==> src/rtl/alu.sv <==
// 32-bit integer ALU for the single-cycle CPU datapath.
// Logic, add/sub, compare and shift results are combinational. MULT (and DIV,
// when built) also load the HI/LO registers on the rising clock edge.
// The LO register drives the lo port.
// Optional feature macro: ALU_DIV_EN builds the signed divider for opcode 1100.
// Without it, 1100 decodes as an undefined opcode.
module alu #(
  parameter int WIDTH = 32
) (
  input  logic             clk,
  input  logic             reset,
  input  logic [WIDTH-1:0] in1,
  input  logic [WIDTH-1:0] in2,
  input  logic [3:0]       ALUCtr,
  output logic [WIDTH-1:0] ALURes,
  output logic [WIDTH-1:0] lo,
  output logic             zero
);

  localparam int SHW = $clog2(WIDTH);

  localparam logic [3:0] OP_AND  = 4'b0000;
  localparam logic [3:0] OP_OR   = 4'b0001;
  localparam logic [3:0] OP_ADD  = 4'b0010;
  localparam logic [3:0] OP_XOR  = 4'b0100;
  localparam logic [3:0] OP_SLTU = 4'b0101;
  localparam logic [3:0] OP_SUB  = 4'b0110;
  localparam logic [3:0] OP_SLT  = 4'b0111;
  localparam logic [3:0] OP_SLL  = 4'b1000;
  localparam logic [3:0] OP_SRL  = 4'b1001;
  localparam logic [3:0] OP_SRA  = 4'b1010;
  localparam logic [3:0] OP_MULT = 4'b1011;
  localparam logic [3:0] OP_DIV  = 4'b1100;
  localparam logic [3:0] OP_MFHI = 4'b1101;
  localparam logic [3:0] OP_MFLO = 4'b1110;

  logic signed [WIDTH-1:0]   a_s;
  logic signed [WIDTH-1:0]   b_s;
  logic signed [2*WIDTH-1:0] a_ext;
  logic signed [2*WIDTH-1:0] b_ext;
  logic signed [2*WIDTH-1:0] prod;
  logic [SHW-1:0]            shamt;
  logic [WIDTH-1:0]          hi_q;
  logic [WIDTH-1:0]          lo_q;
  logic                      mult_op;

  assign a_s   = $signed(in1);
  assign b_s   = $signed(in2);
  // Sign-extend both operands so the truncated 2W-bit product is the exact signed product.
  assign a_ext = {{WIDTH{in1[WIDTH-1]}}, in1};
  assign b_ext = {{WIDTH{in2[WIDTH-1]}}, in2};
  assign prod  = a_ext * b_ext;
  // Only the low bits of A steer the shifter; the upper bits are ignored.
  assign shamt = in1[SHW-1:0];

  assign mult_op = (ALUCtr == OP_MULT);

`ifdef ALU_DIV_EN
  logic                  div_op;
  logic [2*WIDTH-1:0]    divrem;
  logic [WIDTH-1:0]      div_quo;
  logic [WIDTH-1:0]      div_rem;

  // Signed divide returning {remainder, quotient}. The quotient truncates toward
  // zero and the remainder follows the dividend's sign. Dividing by zero gives an
  // all-ones quotient and returns the dividend as the remainder. The most-negative
  // value divided by -1 falls out of the magnitude datapath as quotient = MIN and
  // remainder = 0, so it needs no special case.
  function automatic logic [2*WIDTH-1:0] sdivrem(input logic [WIDTH-1:0] a,
                                                 input logic [WIDTH-1:0] b);
    logic [WIDTH-1:0] ua;
    logic [WIDTH-1:0] ub;
    logic [WIDTH-1:0] q;
    logic [WIDTH-1:0] r_out;
    logic [WIDTH:0]   r;
    if (b == '0) begin
      return {a, {WIDTH{1'b1}}};
    end
    ua = a[WIDTH-1] ? (~a + 1'b1) : a;
    ub = b[WIDTH-1] ? (~b + 1'b1) : b;
    r  = '0;
    q  = '0;
    for (int i = WIDTH - 1; i >= 0; i--) begin
      r = {r[WIDTH-1:0], ua[i]};
      if (r >= {1'b0, ub}) begin
        r    = r - {1'b0, ub};
        q[i] = 1'b1;
      end
    end
    r_out = r[WIDTH-1:0];
    if (a[WIDTH-1] ^ b[WIDTH-1]) begin
      q = ~q + 1'b1;
    end
    if (a[WIDTH-1]) begin
      r_out = ~r_out + 1'b1;
    end
    return {r_out, q};
  endfunction

  assign div_op  = (ALUCtr == OP_DIV);
  assign divrem  = sdivrem(in1, in2);
  assign div_quo = divrem[WIDTH-1:0];
  assign div_rem = divrem[2*WIDTH-1:WIDTH];
`endif

  // Combinational result mux; undefined or disabled opcodes produce zero.
  always_comb begin
    ALURes = '0;
    case (ALUCtr)
      OP_AND:  ALURes = in1 & in2;
      OP_OR:   ALURes = in1 | in2;
      OP_ADD:  ALURes = in1 + in2;
      OP_XOR:  ALURes = in1 ^ in2;
      OP_SLTU: ALURes = {{(WIDTH-1){1'b0}}, (in1 < in2)};
      OP_SUB:  ALURes = in1 - in2;
      OP_SLT:  ALURes = {{(WIDTH-1){1'b0}}, (a_s < b_s)};
      OP_SLL:  ALURes = in2 << shamt;
      OP_SRL:  ALURes = in2 >> shamt;
      OP_SRA:  ALURes = b_s >>> shamt;
      OP_MULT: ALURes = prod[2*WIDTH-1:WIDTH];
`ifdef ALU_DIV_EN
      OP_DIV:  ALURes = div_rem;
`endif
      OP_MFHI: ALURes = hi_q;
      OP_MFLO: ALURes = lo_q;
      default: ALURes = '0;
    endcase
  end

  // HI/LO hold the last MULT/DIV result; reset wins over a same-cycle load.
  always_ff @(posedge clk) begin
    if (reset) begin
      hi_q <= '0;
      lo_q <= '0;
    end else if (mult_op) begin
      hi_q <= prod[2*WIDTH-1:WIDTH];
      lo_q <= prod[WIDTH-1:0];
`ifdef ALU_DIV_EN
    end else if (div_op) begin
      hi_q <= div_rem;
      lo_q <= div_quo;
`endif
    end
  end

  assign lo   = lo_q;
  assign zero = (ALURes == '0);

endmodule

==> config.mk <==
export PLATFORM = sky130hd
export DESIGN_NAME = alu
export DESIGN_NICKNAME = d
export VERILOG_FILES = /design/src/rtl/alu.sv
export SDC_FILE = /design/constraint.sdc
export NUM_CORES = 2
export LEC_CHECK = 0
export BUFFER_PORTS_ARGS = -buffer_cell sky130_fd_sc_hd__buf_2
export CAP_MARGIN = 20
export CORE_UTILIZATION = 58
export CTS_CLUSTER_DIAMETER = 120
export CTS_CLUSTER_SIZE = 28
export DETAILED_ROUTE_END_ITERATION = 12
export PLACE_DENSITY_LB_ADDON = 0.1
export SYNTH_ARGS = -nofsm -noshare
export SYNTH_HDL_FRONTEND = slang
export SYNTH_SLANG_ARGS = --single-unit
==> constraint.sdc <==
create_clock -name clk -period 14.2 [get_ports clk]
set_input_delay 0.71 -clock clk [delete_from_list [all_inputs] [get_ports clk]]
set_output_delay 0.71 -clock clk [all_outputs]
set_load 0.03 [all_outputs]
Yosys cells after proc, flatten, opt, wreduce, memory -nomap -nowiden
Index checks and enable logic that the tools add are counted.

Word-level logic and storage cells: 28. Bits in registers: 64. Output and inout port bits: 65.

Multiply operators: 1. Eq/ne operators: 12. Order comparisons: 2. $add $sub $neg: 2. Reduce and logical (&&, ||, !) cells: 2. Bitwise gates (word level): 3. Mux-type cells: 1. Shift-type cells: 3.

Operators with widths (number): one-hot mux 32 bit (13 select lines) (1); less-than comparator 32 bit (2); multiplier 32 x 32 -> 64 bit (1); adder 32 bit (1); bitwise AND 32 bit (1); zero test 32 bit (1); OR 32 bit (1); << shifter 32 x 5 -> 32 bit (1); right shift 32 x 5 -> 32 bit (1); >>> shifter 32 x 5 -> 32 bit (1); subtractor 32 bit (1); XOR 32 bit (1); == test 4 bit (second input constant) (6); == test 4 x 3 -> 1 bit (second input constant) (4); == test 4 x 1 -> 1 bit (second input constant) (1); == test 4 x 2 -> 1 bit (second input constant) (1); zero test 4 bit (1).

Logic depth before layout (Yosys ltp)
Word-level depth: 3. Gate-level depth with buffers: 38. Gate-level depth less buffers: 32.

Worst setup path before layout
OpenSTA, ideal clock, no wires.

Path type: input port to output port. From: input in1[3]. To: output zero. Buffers on the path: 8. Stages on the path: 36. Data arrival time: 10.169 ns. Data required time: 13.490 ns. Setup slack: 3.321 ns. Cell sequence: clkbuf_1 buf_2 buf_1 clkbuf_1 clkbuf_1 clkbuf_1 buf_1 nand2_1 fa_1 inv_1 fa_1 inv_1 fa_1 fa_1 inv_1 fa_1 fa_1 inv_1 fa_1 fa_1 inv_1 ha_1 clkbuf_1 o21ai_0 o21bai_1 o211ai_1 a2111oi_0 nor2_1 o31a_1 a31o_2 o21ai_2 a2111oi_0 nor3_1 xnor2_1 o221ai_1 nor4_2.

Word-level cells in the longest chain between the ends: 3. Elaborated cells between the ends (all ways): 13.

RTL lines: start: declaration (RTL line 12) `input logic [WIDTH-1:0] in1,`; multiplier 32 x 32 -> 64 bit, or another cell as far along (RTL line 52) `assign prod = a_ext * b_ext;`; one-hot mux 32 bit (13 select lines) (*) (RTL line 109) `case (ALUCtr)`; named net ALURes[30] (RTL line 15) `output logic [WIDTH-1:0] ALURes,`; zero test 32 bit (*) (RTL line 147) `assign zero = (ALURes == '0);`; end: declaration (RTL line 17) `output logic zero`.

Mark *: on every way through the listed nets, which the timed path passes. The rest lies on a longest branch.

Worst setup path in the final report
From: input in1[31]. To: output zero.

Word-level cells in the longest chain between the ends: 3. Elaborated cells between the ends (all ways): 10.

RTL lines (RTL line): multiplier 32 x 32 -> 64 bit, or another cell as far along (52); one-hot mux 32 bit (13 select lines) (*) (109); zero test 32 bit (*) (147).

Mark *: on every way between the ends. The rest lies on a longest branch, timed or not.

==> results.py <==
metrics = {
    "route": {
        "antenna_left": 0,
        "wl_mm": 223,
        "drt-initial-drc-count": 5489,
        "drcViolationCount": 0,
        "firstDrtPassIters": 7,
        "wire_per_inst_um": 33.1,
        "num_vias": 45366,
        "vias_per_cell": 6.73,
    },
    "yosys": {
        "synth_nets": 7190,
        "synth_edf_count": 0,
        "synthFlopType": "dfxtp_1",
        "avgSynthCellArea_um2": 8.29,
        "ys_top_cells_by_count": "inv_1, fa_1, nand2_1",
        "synth.area.top_cells": "fa_1, inv_1, ha_1, nand2_1, nor2_1",
        "ys_seq_area_share_pct": 2.68,
        "synth-seq-cells": 64,
        "synth_most_common_cell": "inv_1",
        "synth-async-reset-ratio_pct": 0,
        "synth_top_cell_area_share_pct": 45.5,
        "synth_warnings": 0,
        "synth_area_um2": 47700,
        "synth_area_leader_cell": "fa_1",
        "ys_types": 104,
        "syn_inst": 5755,
    },
    "placed_design": {
        "pre_cts_slack_ns": 1.92,
        "io_buffers": 134,
        "dp_hpwl_mm": 173,
        "gp_congestion": 1.11,
    },
    "setup_path": {
        "cp-start-kind": "input port",
        "cp.required_ns": 13.49,
        "crit_slowest_cell": "nor4_1",
        "cp_slowest_stage_delay_ns": 1.06,
        "crit_fanout": 22,
        "end_kind": "output port",
        "critPathArrivalTime_ns": 12.15,
        "critical_path_class": "in2out",
        "cp_common_cell": "fa_1",
    },
    "final_layout": {
        "fill_cells": 7016,
        "drive_gt1_share_pct": 7.13,
        "regArea_um2": 1280,
        "multi_input_area_um2": 40800,
        "area_growth_pct": 4.08,
        "nNetsFinal": 7099,
    },
    "clocking": {
        "cts_made_buffers": 9,
        "cts_buffer_depth": 2,
        "clock-sinks": 64,
        "insertion_delay_ns": 0.38,
        "cts_tree": "built",
        "clkTransAtPathRegs_ns": 0.06,
        "h-tree-depth": 3,
        "postCtsSetupBuffers": 0,
        "cts_resized": 0,
        "hold_buffers": 0,
        "cts-root-buf": "clkbuf_16",
    },
    "timing": {
        "finalCritPeriodShare_pct": 90.5,
        "fmax_mhz": 77.8,
        "rsz0062_at_grt": "false",
        "max_slew.worst_pin.slew_ns": 1.36,
        "setup_violations": 0,
        "period_needed_ns": 12.86,
        "skew_ns": 0,
        "layout_setup_ws_ns": 1.34,
        "setup_tns_ns": 0,
        "drv_slew": 0,
        "slew_headroom_pct": 8.80,
        "finalHoldViolCount": 0,
    },
    "floorplanning": {
        "core_area_um2": 80900,
        "initial_utilization_pct": 59.0,
        "ios": 135,
        "num_rows": 104,
        "die_area_um2": 83400,
        "dieWidth_um": 289,
        "die_h_um": 289,
    },
    "global_route": {
        "grt_pass1_vias": 47470,
        "grt_overflow": 0,
        "antenna_found_initial": 23,
        "grt_pass1_wl_mm": 321,
        "grt_max_degree": 65,
        "grt.total_usage_pct": 54.6,
    },
    "run": {
        "maxCapViolations": 0,
    },
    "status": {
        "status": "completed",
    },
    "min_path": {
        "hold_class": "reg2reg",
    },
}
-- per-stage QoR --
stage | utilization, % | hold slack [ns] | area, um2 | std cells
after global placement | 60.9 | 0.439 | 49300 | 6711
after floorplan | - | 0.431 | 47700 | 5755
after detailed placement | 60.9 | 0.445 | 49300 | 6712
after global routing | 61.3 | 0.470 | 49700 | 6730
final | 61.4 | 0.456 | 49700 | 6737
after CTS | 61.3 | 0.455 | 49600 | 6728
-- worst max-delay path: cells and delay by family --
| kind | cells | cell delay (ns) |
|---|---|---|
| AO/OA/AOI/OAI | 3 | 1.34 |
| XOR/XNOR | 1 | 0.19 |
| AND/OR/NAND/NOR | 10 | 2.89 |
| adder cells (fa/ha/maj) | 9 | 5.21 |
| buffers and inverters | 8 | 1.71 |
-- per-layer routing --
layer | up-vias | share of wire, % | GRT usage (%)
li1 | 17826 | - | -
met1 | 22392 | 33 | 64.7
met2 | 3841 | 41 | 77.0
met3 | 1281 | 15 | 21.9
met4 | 26 | 11 | 47.3
met5 | - | 0.074 | 0.341
-- flip-flops by register name (all words and copies together), names as in the netlist --
name and flops:
hi_q 32, lo 32
-- placed cells by master, fill, tap and decap left out, types with 19 or more instances in the layout --
cell / count
buf_2: 130
xor2_1: 23
nor2_1: 696
o21a_1: 24
a21oi_1: 244
o22ai_1: 22
buf_4: 134
and2_1: 23
a211o_1: 19
ha_1: 281
xnor2_1: 55
o211ai_1: 52
a22oi_1: 20
o31ai_1: 23
a221oi_1: 26
nand3_1: 66
or2_2: 20
inv_1: 1093
a31oi_1: 33
a21o_1: 47
dfxtp_1: 64
a211oi_1: 46
nor3_1: 47
nand2b_1: 29
nand4_1: 36
mux2_2: 26
nand2_1: 766
mux2i_1: 51
o21ai_0: 138
mux4_2: 27
fa_1: 1084
-- path summary, 6_finish.rpt --
path | startpoint | end | slack, ns | cells after the start
setup / recovery | in1[31] | zero | 1.34 | 31
hold / removal | hi_q[23] | hi_q[23] | 0.46 | 2
setup reg to reg | lo[15] | lo[15] | 13.14 | 2
hold reg to reg | hi_q[23] | hi_q[23] | 0.46 | 2
-- logic make-up (layout without fill, tap and decap cells) --
group	Yosys count	count (layout)	share of synthesized area [%]
DFF	64	64	2.68
muxes	109	109	3.18
xor gates and xnor gates	78	78	1.43
other	0	8	0
and+or+nand+nor	1790	1790	15.7
adders and majority gates	1365	1365	52.8
AOI/OAI and AO/OA	866	866	12.2
buffers and inverters	1483	1397	11.9
-- final cells by class --
type | count | area share, %
inverter | 1116 | 8.43
antenna | 8 | 0.0403
sequential | 64 | 2.58
tap | 1060 | 2.67
timing repair buffer | 265 | 3.36
multi-input combinational | 4208 | 82.2
clock inverter | 7 | 0.257
clock buffer | 9 | 0.453
Power is not shown: default switching activity piles up to over one toggle a cycle in this logic, so the estimate is an artifact.
